--- src/rtl/pipe_ctrl_pkg.sv ---
`default_nettype none
// ============================================================================
// Module      : pipe_ctrl_pkg
// Description : Shared types and constants for the pipeline hazard controller.
//               Contents: FSM state encoding, forward-select codes and the
//               load result-source code.
// Revision    : 1.0 - initial release
// ============================================================================
package pipe_ctrl_pkg;

  // Memory-side controller state
  typedef enum logic [1:0] {
    ST_RUN      = 2'b00,
    ST_MEM_WAIT = 2'b01,
    ST_FAULT    = 2'b10
  } state_e;

  // Operand forward selects driven to the E-stage operand muxes
  localparam logic [1:0] FWD_RF = 2'b00;  // register file value
  localparam logic [1:0] FWD_W  = 2'b01;  // W-stage result
  localparam logic [1:0] FWD_M  = 2'b10;  // M-stage ALU result

  // ResultSrc encoding that identifies a load in E
  localparam logic [1:0] RESULT_SRC_LOAD = 2'b01;

endpackage
`default_nettype wire

--- src/rtl/fwd_unit.sv ---
`default_nettype none
// ============================================================================
// Module      : fwd_unit
// Description : Operand forward select for one E-stage source register.
//               The youngest writer (M) wins over W; x0 is never forwarded.
// Revision    : 1.0 - initial release
// ============================================================================
module fwd_unit
  import pipe_ctrl_pkg::*;
#(
  parameter int ADDR_W = 5
) (
  input  logic [ADDR_W-1:0] rs_i,
  input  logic [ADDR_W-1:0] rd_m_i,
  input  logic              reg_write_m_i,
  input  logic [ADDR_W-1:0] rd_w_i,
  input  logic              reg_write_w_i,
  output logic [1:0]        fwd_o
);

  // Pick the most recent producer of rs_i still in flight
  always_comb begin
    fwd_o = FWD_RF;
    if (reg_write_m_i && (rd_m_i != '0) && (rd_m_i == rs_i)) begin
      fwd_o = FWD_M;
    end else if (reg_write_w_i && (rd_w_i != '0) && (rd_w_i == rs_i)) begin
      fwd_o = FWD_W;
    end
  end

endmodule
`default_nettype wire

--- src/rtl/pipe_ctrl.sv ---
`default_nettype none
// ============================================================================
// Module      : pipe_ctrl
// Description : Five-stage pipeline hazard controller: operand forwarding,
//               load-use stall, branch flush, data-memory wait handling with
//               timeout fault, optional stall-cycle performance counter.
//               Optional feature macro: PIPE_CTRL_PERF_CNT_EN
//               (defined: StallCycles_o counts StallF_o cycles;
//                undefined: StallCycles_o is tied to zero).
// Revision    : 1.0 - initial release
// ============================================================================
module pipe_ctrl
  import pipe_ctrl_pkg::*;
#(
  parameter int REGISTER_ADDRESS_WIDTH = 5,
  parameter int MEM_TIMEOUT            = 255
) (
  input  logic                              clk_i,
  input  logic                              rst_ni,
  input  logic [REGISTER_ADDRESS_WIDTH-1:0] Rs1D_i,
  input  logic [REGISTER_ADDRESS_WIDTH-1:0] Rs2D_i,
  input  logic [REGISTER_ADDRESS_WIDTH-1:0] Rs1E_i,
  input  logic [REGISTER_ADDRESS_WIDTH-1:0] Rs2E_i,
  input  logic [REGISTER_ADDRESS_WIDTH-1:0] RdE_i,
  input  logic [REGISTER_ADDRESS_WIDTH-1:0] RdM_i,
  input  logic [REGISTER_ADDRESS_WIDTH-1:0] RdW_i,
  input  logic                              RegWriteM_i,
  input  logic                              RegWriteW_i,
  input  logic [1:0]                        ResultSrcE_i,
  input  logic                              PCSrcE_i,
  input  logic                              MemReqM_i,
  input  logic                              MemReadyM_i,
  output logic                              StallF_o,
  output logic                              StallD_o,
  output logic                              FlushD_o,
  output logic                              FlushE_o,
  output logic                              EnE_o,
  output logic                              EnM_o,
  output logic                              EnW_o,
  output logic                              FlushW_o,
  output logic [1:0]                        ForwardAE_o,
  output logic [1:0]                        ForwardBE_o,
  output logic                              MemFault_o,
  output logic [31:0]                       StallCycles_o
);

  // The wait counter holds the number of MEM_WAIT cycles already spent;
  // the MEM_TIMEOUT-th wait cycle is the one where it equals MEM_TIMEOUT-1.
  localparam int               CNT_W    = (MEM_TIMEOUT > 2) ? $clog2(MEM_TIMEOUT) : 1;
  localparam logic [CNT_W-1:0] CNT_LAST = CNT_W'(MEM_TIMEOUT - 1);

  state_e           state_q, state_d;
  logic [CNT_W-1:0] wait_cnt_q, wait_cnt_d;
  logic             mem_pending;
  logic             load_use;

  fwd_unit #(.ADDR_W(REGISTER_ADDRESS_WIDTH)) u_fwd_a (
    .rs_i          (Rs1E_i),
    .rd_m_i        (RdM_i),
    .reg_write_m_i (RegWriteM_i),
    .rd_w_i        (RdW_i),
    .reg_write_w_i (RegWriteW_i),
    .fwd_o         (ForwardAE_o)
  );

  fwd_unit #(.ADDR_W(REGISTER_ADDRESS_WIDTH)) u_fwd_b (
    .rs_i          (Rs2E_i),
    .rd_m_i        (RdM_i),
    .reg_write_m_i (RegWriteM_i),
    .rd_w_i        (RdW_i),
    .reg_write_w_i (RegWriteW_i),
    .fwd_o         (ForwardBE_o)
  );

  // Hazard detection terms shared by the FSM and the output decode
  always_comb begin
    mem_pending = MemReqM_i && !MemReadyM_i;
    load_use    = (ResultSrcE_i == RESULT_SRC_LOAD) && (RdE_i != '0) &&
                  ((RdE_i == Rs1D_i) || (RdE_i == Rs2D_i));
  end

  // Next-state / wait-counter logic for the memory-side FSM
  always_comb begin
    state_d    = state_q;
    wait_cnt_d = wait_cnt_q;
    case (state_q)
      ST_RUN: begin
        if (mem_pending) begin
          state_d    = ST_MEM_WAIT;
          wait_cnt_d = '0;
        end
      end
      ST_MEM_WAIT: begin
        if (!mem_pending) begin
          // Ready on the final allowed cycle still counts as completion
          state_d = ST_RUN;
        end else if (wait_cnt_q == CNT_LAST) begin
          state_d = ST_FAULT;
        end else begin
          wait_cnt_d = wait_cnt_q + CNT_W'(1);
        end
      end
      ST_FAULT: begin
        state_d = ST_FAULT;
      end
      default: begin
        state_d    = ST_RUN;
        wait_cnt_d = '0;
      end
    endcase
  end

  // Pipeline control decode; priority FAULT > memory stall > branch > load-use.
  // A branch in a frozen E stage is simply re-evaluated once the stall drops.
  always_comb begin
    StallF_o   = 1'b0;
    StallD_o   = 1'b0;
    FlushD_o   = 1'b0;
    FlushE_o   = 1'b0;
    EnE_o      = 1'b1;
    EnM_o      = 1'b1;
    EnW_o      = 1'b1;
    FlushW_o   = 1'b0;
    MemFault_o = 1'b0;
    if (state_q == ST_FAULT) begin
      MemFault_o = 1'b1;
      StallF_o   = 1'b1;
      StallD_o   = 1'b1;
      EnE_o      = 1'b0;
      EnM_o      = 1'b0;
      EnW_o      = 1'b0;
      FlushW_o   = 1'b1;
    end else if (mem_pending) begin
      // W keeps advancing but receives a bubble while M is held
      StallF_o = 1'b1;
      StallD_o = 1'b1;
      EnE_o    = 1'b0;
      EnM_o    = 1'b0;
      FlushW_o = 1'b1;
    end else if (PCSrcE_i) begin
      FlushD_o = 1'b1;
      FlushE_o = 1'b1;
    end else if (load_use) begin
      StallF_o = 1'b1;
      StallD_o = 1'b1;
      FlushE_o = 1'b1;
    end
  end

  // FSM state and wait counter registers
  always_ff @(posedge clk_i or negedge rst_ni) begin
    if (!rst_ni) begin
      state_q    <= ST_RUN;
      wait_cnt_q <= '0;
    end else begin
      state_q    <= state_d;
      wait_cnt_q <= wait_cnt_d;
    end
  end

`ifdef PIPE_CTRL_PERF_CNT_EN
  logic [31:0] stall_cycles_q, stall_cycles_d;

  // Count every fetch-stall cycle, wrapping naturally at 2^32
  always_comb begin
    stall_cycles_d = stall_cycles_q;
    if (StallF_o) begin
      stall_cycles_d = stall_cycles_q + 32'd1;
    end
  end

  // Performance counter register
  always_ff @(posedge clk_i or negedge rst_ni) begin
    if (!rst_ni) begin
      stall_cycles_q <= 32'd0;
    end else begin
      stall_cycles_q <= stall_cycles_d;
    end
  end

  assign StallCycles_o = stall_cycles_q;
`else
  assign StallCycles_o = 32'd0;
`endif

endmodule
`default_nettype wire

--- config.mk ---
export PLATFORM = sky130hd
export DESIGN_NAME = pipe_ctrl
export DESIGN_NICKNAME = d
export VERILOG_FILES = /design/src/rtl/pipe_ctrl_pkg.sv /design/src/rtl/fwd_unit.sv /design/src/rtl/pipe_ctrl.sv
export SDC_FILE = /design/constraint.sdc
export NUM_CORES = 1
export LEC_CHECK = 0
export ABC_AREA = 1
export BUFFER_PORTS_ARGS = -buffer_cell sky130_fd_sc_hd__clkbuf_2
export CAP_MARGIN = 5
export CORE_MARGIN = 2
export CORE_UTILIZATION = 46
export CTS_CLUSTER_DIAMETER = 50
export DETAILED_ROUTE_END_ITERATION = 16
export GPL_TIMING_DRIVEN = 0
export MAX_ROUTING_LAYER = met4
export PLACE_DENSITY = 0.86
export SYNTH_ARGS = -nofsm -noshare
export SYNTH_HDL_FRONTEND = slang
export SYNTH_SLANG_ARGS = --single-unit
--- constraint.sdc ---
create_clock -name clk_i -period 2.3 [get_ports clk_i]
set_input_delay 0.46 -clock clk_i [delete_from_list [all_inputs] [get_ports clk_i]]
set_output_delay 0.46 -clock clk_i [all_outputs]
set_load 0.005 [all_outputs]
# ---- Yosys cells after proc, flatten, opt, wreduce, memory -nomap -nowiden
# Cells that the tools add are included.
dict set report word_totals {
  ff_bits 10
  elab_cells 63
}
dict set report op_classes {
  eq_ne 14
  n_mux 28
  reduce_logical 17
  bitwise_logic 1
  add_sub_neg 1
}
# cell n
set ops {}
lappend ops {{5-bit == test} 6}
lappend ops {{8-bit 2-to-1 mux} 3}
lappend ops {{8-bit one-hot mux with 3 select lines} 1}
lappend ops {{1-bit 2-to-1 mux} 18}
lappend ops {{5-bit nonzero test} 3}
lappend ops {{2-bit 2-to-1 mux} 5}
lappend ops {{1-bit logical AND} 9}
lappend ops {{8-bit by 1-bit adder with 8-bit output, second input constant} 1}
lappend ops {{8-bit == test, second input constant} 1}
lappend ops {{2-bit inequality test, second input constant} 3}
lappend ops {{2-bit one-hot mux with 3 select lines} 1}
lappend ops {{2-bit by 1-bit == test with 1-bit output, second input constant} 2}
lappend ops {{4-bit AND reduction} 1}
lappend ops {{3-bit inequality test, second input constant} 1}
lappend ops {{2-bit == test, second input constant} 1}
lappend ops {{2-bit logical NOT} 1}
lappend ops {{2-bit AND reduction} 1}
lappend ops {{1-bit logical NOT} 1}
lappend ops {{1-bit logical OR} 1}
lappend ops {{1-bit inverter} 1}

# ---- Depth between registers and ports, before layout
# Gate-level depths: netlist of the first run.
dict set report depth {
  word_depth 7
  ltp_mapped 10
  ltp_nobuf 10
}

# ---- By module
# Synthesis of the first run repeated with hierarchy kept, for this count alone.
dict set report hier_totals {
  hier_cells 265
  area_unflattened_um2 1514.0
}
# mod cells_per_inst instances area_each_um2
set modules_own_cells {}
lappend modules_own_cells {pipe_ctrl 165 1 1086.0}
lappend modules_own_cells {fwd_unit 50 2 214.0}

# ---- Least setup slack after synthesis of the first run
# No wires, ideal clock.
dict set report synth_path {
  path_type {input to output}
  start {input RdE_i[2]}
  end {output StallF_o}
  required_ps 1840
  cell_stages 9
  path_slack_ps 762
  arrival_time_ps 1078
  path_cell_list {inv_1 > nand2_1 > nand2_1 > nor2_1 > nand3_1 > nand2_1 > nand3_1 > nand3_1 > buf_4}
}
dict set report synth_via {
  elab_chain_cells 7
}
# item line_no
set synth_rtl {}
lappend synth_rtl {{start: declaration} pipe_ctrl.sv:24} ;# input logic [REGISTER_ADDRESS_WIDTH-1:0] RdE_i,
lappend synth_rtl {{5-bit == test / 5-bit nonzero test (equally long branches)} {pipe_ctrl.sv:79, pipe_ctrl.sv:78}}
lappend synth_rtl {{1-bit logical OR / 1-bit logical AND (equally long branches)} {pipe_ctrl.sv:79, pipe_ctrl.sv:78}}
lappend synth_rtl {{1-bit logical AND *} pipe_ctrl.sv:78} ;# load_use = (ResultSrcE_i == RESULT_SRC_LOAD) && (RdE_i != '0) &&
lappend synth_rtl {{1-bit 2-to-1 mux * (4 in series)} --}
lappend synth_rtl {{end: declaration} pipe_ctrl.sv:33} ;# output logic StallF_o,
# Mark *: on every way between the ends. The rest lies on a longest branch, timed or not.

# ---- Worst setup path in the final report of the first run
dict set report layout_path {
  start {register state_q[1]}
  end {output FlushE_o}
}
dict set report layout_via {
  elab_chain_cells 2
}
# item line_no
set layout_rtl {}
lappend layout_rtl {{start: declaration} pipe_ctrl.sv:52} ;# state_e state_q, state_d;
lappend layout_rtl {{start signal: assignment} pipe_ctrl.sv:156} ;# state_q <= state_d;
lappend layout_rtl {{2-bit == test} pipe_ctrl.sv:125} ;# if (state_q == ST_FAULT) begin
lappend layout_rtl {{1-bit 2-to-1 mux} pipe_ctrl.sv:125}
lappend layout_rtl {{end: declaration} pipe_ctrl.sv:36} ;# output logic FlushE_o,
# Every way passes these cells.

==> reports/qor.yml, run 1 <==
synthesis:
  synth_top_family_by_area: "simple AND/OR/NAND/NOR gates"
  synth_edf_count: 0
  synth_flop_cell: "dfrtp_1"
  synth_xor_area_share_pct: 15.3
  synth_compound_area_share_pct: 5.57
  yosys-top-cells-area: "buf_4, dfrtp_1, nand2_1"
  syn-cell-area_mm2: 0.00137
  synth-seq-area-share_pct: 18.3
  yosys.area.top_type: "buf_4"
  synth_mux_area_share_pct: 0
  synthCells: 207
  synthTopCellsByCount: "nand2_1, buf_4, inv_1, nor2_1, xnor2_1"
  async_flop_share_pct: 100
  yosys_warnings: 0
  ys_ff_latch: 10
  postSynthAreaPerCell_um2: 6.62
  yosysTopAreaCellShare_pct: 18.6
  synth-simple-area-share_pct: 31.8
  synth-adder-area-share_pct: 1.83
  yosysUniqueCellTypes: 24
  yosysMostFrequentCell: "nand2_1"
worst_setup_path:
  worstSetupStartpointType: "flip-flop"
  worstSetupPathType: "reg -> out"
  cp_num_buf_inv: 4
  slowest_stage: "dfrtp_1"
  path_max_fanout: 5
  cp.arrival_ns: 1.43
  cpPeakStageDelay_ns: 0.42
  cp-end-kind: "primary output"
  crit_start: "state_q[1]$_DFFE_PN0P_"
  cp_common_cell: "inv_1"
  crit_family: "flip-flops"
  path_cells: "inv_1 > nor2_1 > inv_1 > nand2_1 > inv_1 > nand3_1 > o21ai_0 > clkbuf_2"
  worstReg2RegStart: "wait_cnt_q[0]$_DFFE_PN0P_"
  cp.required_ns: 1.84
clock_network:
  cts.clk_slew.worst_paths_ns: 0.06
  clk_latency_ns: 0.27
  cts-hold-fix-buffers: 0
  ctsResizeCount: 0
  cts-root-buf: "clkbuf_4"
  numCtsBuffers: 3
  cts_max_level: 1
  clockBufferDepth: 2
  cts_tree: "built"
  clkSinkCount: 10
  postCtsSetupRepairBufs: 0
timing:
  slew_headroom_pct: 65.7
  period_needed_ns: 1.89
  finClkSkew_ns: 0.00182
  finalHoldViolCount: 0
  setup_viol: 0
  setup_tns_ns: 0
  rsz0062_at_grt: "false"
  max_freq_ghz: 0.529
  setup_slack_ns: 0.410
  worst_pin_slew_ns: 0.513
  fin_crit_sh_pct: 82.2
  drv_slew: 0
placed_design:
  gp_congestion: 0.955
  dpl_worst_slack_ns: 0.476
  portBuffers: 56
  hpwl_mm: 2.60
die:
  die_h_um: 58.6
  num_rows: 19
  core-area_mm2: 0.00278
  dieArea_mm2: 0.00343
  io_pins: 89
  start_util_pct: 49.3
  fp.dieW_um: 58.6
outcome:
  run_status: "finished, final reports clean"
power:
  ir_drop_mv: 0.238
  cellPowerDensity_mw_per_mm2: 259
  p_leak_nw: 1.13
global_routing:
  grt_pass1_wl_mm: 4.59
  grt_max_degree: 11
  antenna_found_initial: 0
  grt_overflow: 0
  grt_pass1_vias: 1158
  track_usage_pct: 17.6
detailed_routing:
  drtPass1Iterations: 4
  via_per_inst: 4.27
  wl_per_cell_um: 8.96
  drt_wl_total_mm: 2.94
  wl_met1_mm: 1.19
  drtIter0Drc: 76
  highest_layer: "met4"
  wl_met3_um: 267
  dr_wl_met2_mm: 1.43
  drc: 0
  vias: 1401
  ant_nets: 0
layout:
  diodes: 0
  area_growth_pct: 33.4
  drive_above_1_share_pct: 35.0
  final_nets: 345
job:
  drv_cap: 0
hold_path:
  hold_path_class: "in -> async"
[cells in the final DEF, fill, tap and decap left out, drive strengths merged]
cell type  count
or2            1
conb          32
o21ai         10
inv           28
nand4          6
o21bai         1
ha             2
nand3         13
nor3           6
nand3b         3
buf           34
dfrtp         10
clkbuf        59
xor2          10
clkinv         1
o31ai          1
xnor2         14
nand2         47
nor2          19
[stage by stage]
step | instances | utilization, % | hold WS [ns] | area, um2 | power, W
finish | 328 | 65.7 | 0.0490 | 1830 | 0.000474
detailed placement | 325 | 64.9 | 0.340 | 1810 | 0.000353
global placement | 325 | 64.9 | 0.335 | 1810 | 0.000352
CTS | 328 | 65.7 | 0.0539 | 1830 | 0.000473
global route | 328 | 65.7 | 0.0504 | 1830 | 0.000508
floorplan | 238 | - | 0.164 | 1490 | 0.000289
[sequential cells by signal, summed over array words and instances (netlist names)]
| signal | cells |
|---|---|
| state_q | 2 |
| wait_cnt_q | 8 |
[final timing paths]
check | end | slack, ns | cells after the start
setup / recovery | FlushE_o | 0.41 | 8
hold / removal | wait_cnt_q[6]$_DFFE_PN0P_ | 0.05 | 1
setup reg to reg | wait_cnt_q[1]$_DFFE_PN0P_ | 0.92 | 10
hold reg to reg | wait_cnt_q[5]$_DFFE_PN0P_ | 0.54 | 2
max in group asynchronous | wait_cnt_q[3]$_DFFE_PN0P_ | 2.04 | 1
min in group clk_i | state_q[1]$_DFFE_PN0P_ | 0.51 | 3
[area by class of cell]
cell class / instances / area, um2
Inverter: 29 / 114
Tap cell: 31 / 38.8
Buffer: 34 / 255
Sequential cell: 10 / 250
Multi-Input combinational cell: 165 / 867
Timing Repair Buffer: 56 / 280
Fill cell: 258 / 953
Clock buffer: 3 / 22.5
[layer usage]
metal  vias up  track usage (%)
met2        55             31.3
met4         0             6.82
met1       582             20.0
li1        759                -
met5         -                -
met3         5             2.20
[kinds of logic after synthesis]
kind of cell,count (synthesis)
and+or+nand+nor,95
xor gates and xnor gates,24
buffers and inverters,63
other,1
adders and majority gates,2
DFF,10
AOI/OAI and AO/OA,12
[power by group]
group	total (W)	leakage [nW]	internal [W]	switching (W)
combinational	0.000177	0.994	0.0000955	0.0000817
clock	0.000121	0.0138	0.0000606	0.0000603
sequential	0.000176	0.119	0.000176	0
[worst register-to-register path: cells and delay by family (launching register included)]
family / cells / cell delay, ns
buffers and inverters: 2 / 0.17
AOI/OAI and AO/OA: 1 / 0.07
DFF: 1 / 0.42
adders and majority gates: 1 / 0.13
and+or+nand+nor: 6 / 0.53
No activity file was read; power rests on OpenSTA's default activity.
==> run 2, diff against run 1 <==
Settings changed: CORE_UTILIZATION 46 to 43, PLACE_DENSITY 0.86 to 0.81.
Clock period 2.3 ns to 1.9 ns, I/O delays scaled along.
==> run 2 against run 1 <==
Net effect: sequential share of layout area decreased by 0.27 points; sequential power increased by 21%; register-to-register slack got worse by 0.42 ns; clock power increased by 16%; cell area increased by 2.0%; first-iteration DRC count decreased by 51%; sequential cell count unchanged; critical path type unchanged; critical endpoint unchanged; largest power group unchanged; highest routed layer unchanged.
==> reports/qor.yml, run 2 (synthesis results as in run 1) <==
job:
  drv_cap: 0  # unchanged
hold_path:
  hold_path_class: "in -> reg"  # was in -> async
  hold_depth: 3
  holdCritStartpoint: "MemReqM_i"
detailed_routing:
  drtPass1Iterations: 4  # unchanged
  drt_wl_total_mm: 2.84  # was 2.94 mm
  vias: 1409  # was 1401
  wl_per_cell_um: 8.27  # was 8.96 um
  ant_nets: 0  # unchanged
  drtIter0Drc: 37  # was 76
  via_per_inst: 4.11  # was 4.27
  drc: 0  # unchanged
global_routing:
  grt_max_degree: 11  # unchanged
  grt_pass1_wl_mm: 4.52  # was 4.59 mm
  grt_pass1_vias: 1174  # was 1158
  antenna_found_initial: 0  # unchanged
  track_usage_pct: 16.2  # was 17.6%
  grt_overflow: 0  # unchanged
clock_network:
  cts_max_level: 1  # unchanged
  cts-root-buf: "clkbuf_4"  # unchanged
  clockBufferDepth: 2  # unchanged
  clk_latency_ns: 0.26  # was 0.27 ns
  clkSinkCount: 10  # unchanged
  cts_tree: "built"  # unchanged
  cts.clk_slew.worst_paths_ns: 0.06  # about the same
  numCtsBuffers: 3  # unchanged
layout:
  fill_cells: 299  # was 258
  fin_area_mm2: 0.00186  # was 0.00183 mm2
  drive_above_1_share_pct: 35.5  # was 35.0%
  diodes: 0  # unchanged
  multiInputGateArea_um2: 870  # was 867 um2
  area_growth_pct: 36.1  # was 33.4%
  mostFrequentLayoutCell: "clkbuf_2"  # unchanged
  largest_reg_flops: 8  # unchanged
  mostFrequentLayoutCells: "clkbuf_2, nand2_1, buf_4"  # unchanged
  seq_area_um2: 250  # unchanged
  reg_top3: "wait_cnt_q x8, state_q x2"  # unchanged
  regMostFlops: "wait_cnt_q"  # unchanged
  finalCoreUtilization_pct: 61.1  # was 65.7%
  final_nets: 347  # was 345
worst_setup_path:
  path_max_fanout: 5  # unchanged
  rr_worst_depth: 10  # unchanged
  cp.arrival_ns: 1.37  # was 1.43 ns
  cp-end-kind: "primary output"  # unchanged
  cp.required_ns: 1.52  # was 1.84 ns
  worstReg2RegStart: "wait_cnt_q[0]$_DFFE_PN0P_"  # unchanged
  worstSetupPathType: "reg -> out"  # unchanged
  crit_start: "state_q[1]$_DFFE_PN0P_"  # unchanged
  worstSetupStartpointType: "flip-flop"  # unchanged
timing:
  max_freq_ghz: 0.572
  setup_viol: 0  # unchanged
  period_needed_ns: 1.75
  finClkSkew_ns: 0.00148  # was 0.00182 ns
  drv_slew: 0  # unchanged
  fin_crit_sh_pct: 92.0
  finalHoldViolCount: 0  # unchanged
die:
  die_h_um: 60.4  # was 58.6 um
  core-area_mm2: 0.00305  # was 0.00278 mm2
  fp.dieW_um: 60.4  # was 58.6 um
  num_rows: 20  # was 19
  dieArea_mm2: 0.00365  # was 0.00343 mm2
  start_util_pct: 44.9  # was 49.3%
  io_pins: 89  # unchanged
outcome:
  run_status: "finished, final reports clean"  # unchanged
placed_design:
  dpl_cell_area_mm2: 0.00182  # was 0.00181 mm2
  hpwl_mm: 2.51  # was 2.60 mm
  portBuffers: 56  # unchanged
  gp_congestion: 0.805  # was 0.955
power:
  cellPowerDensity_mw_per_mm2: 304  # was 259 mW/mm2
  ir_drop_mv: 0.147  # was 0.238 mV
  p_leak_nw: 1.14  # was 1.13 nW
[run 2: cell count changes in the layout (fill, tap and decap cells not counted)]
| cell | change |
|---|---|
| nand2_1 | -1 |
| nand2_2 | +1 |
| dlygate4sd3_1 | +1 |
| buf_4 | +1 |
[run 2: what timing repair did]
action / 4_1_cts / 5_1_grt
buffers inserted: 0 / 1
hold endpoints to repair: 10 / 0
hold buffers: 1 / 0
endpoints found under the setup margin: 0 / 2
resized for setup: 0 / 1
[run 2: path summary, 6_finish.rpt]
kind / endpoint / slack, ns
worst max-delay path: FlushE_o / 0.15
worst min register to register: state_q[1]$_DFFE_PN0P_ / 0.54
worst min-delay path: state_q[1]$_DFFE_PN0P_ / 0.49
min in group asynchronous: wait_cnt_q[6]$_DFFE_PN0P_ / 0.53
max in group asynchronous: wait_cnt_q[2]$_DFFE_PN0P_ / 1.17
worst max register to register: wait_cnt_q[1]$_DFFE_PN0P_ / 0.50
[run 2: area by class of cell]
| type | instances | share of cell area [%] |
|---|---|---|
| Buffer | 34 | 13.7 |
| Clock buffer | 3 | 1.21 |
| Inverter | 29 | 6.11 |
| Multi-Input combinational cell | 165 | 46.6 |
| Sequential cell | 10 | 13.4 |
| Tap cell | 44 | 2.95 |
| Timing Repair Buffer | 58 | 16.0 |
[run 2: power by group]
part           total (W)  leakage (nW)  internal [W]  switching [W]
Combinational   0.000214          1.00      0.000117      0.0000972
Sequential      0.000213         0.119      0.000213              0
Clock           0.000140        0.0138     0.0000730      0.0000673
Total           0.000567          1.14      0.000403       0.000164
[run 2: critical path, stage by stage (launching register included)]
cell and delay, ns:
dfrtp_1 0.42, inv_1 0.07, nor2_1 0.04, inv_1 0.11
nand2_2 0.08, inv_1 0.10, nand3_1 0.08, o21ai_0 0.07
clkbuf_2 0.14
[run 2: layer usage]
layer	track usage (%)	share of wire [%]	up-vias
met5	-	0	-
met4	4.66	0.95	0
met3	0.640	8.0	4
met2	31.2	51	60
met1	18.1	40	583
li1	-	-	762
[run 2: metrics by stage]
stage	TNS, ns	instances	setup slack [ns]	total power (W)	hold WS (ns)
final	0	343	0.152	0.000567	0.489
after CTS	0	342	0.106	0.000572	0.467
after global placement	0	338	0.249	0.000425	0.258
after global routing	-0.00470	343	-0.00470	0.000611	0.524
after detailed placement	0	338	0.241	0.000428	0.262
after floorplan	0	238	0.495	0.000350	0.0844
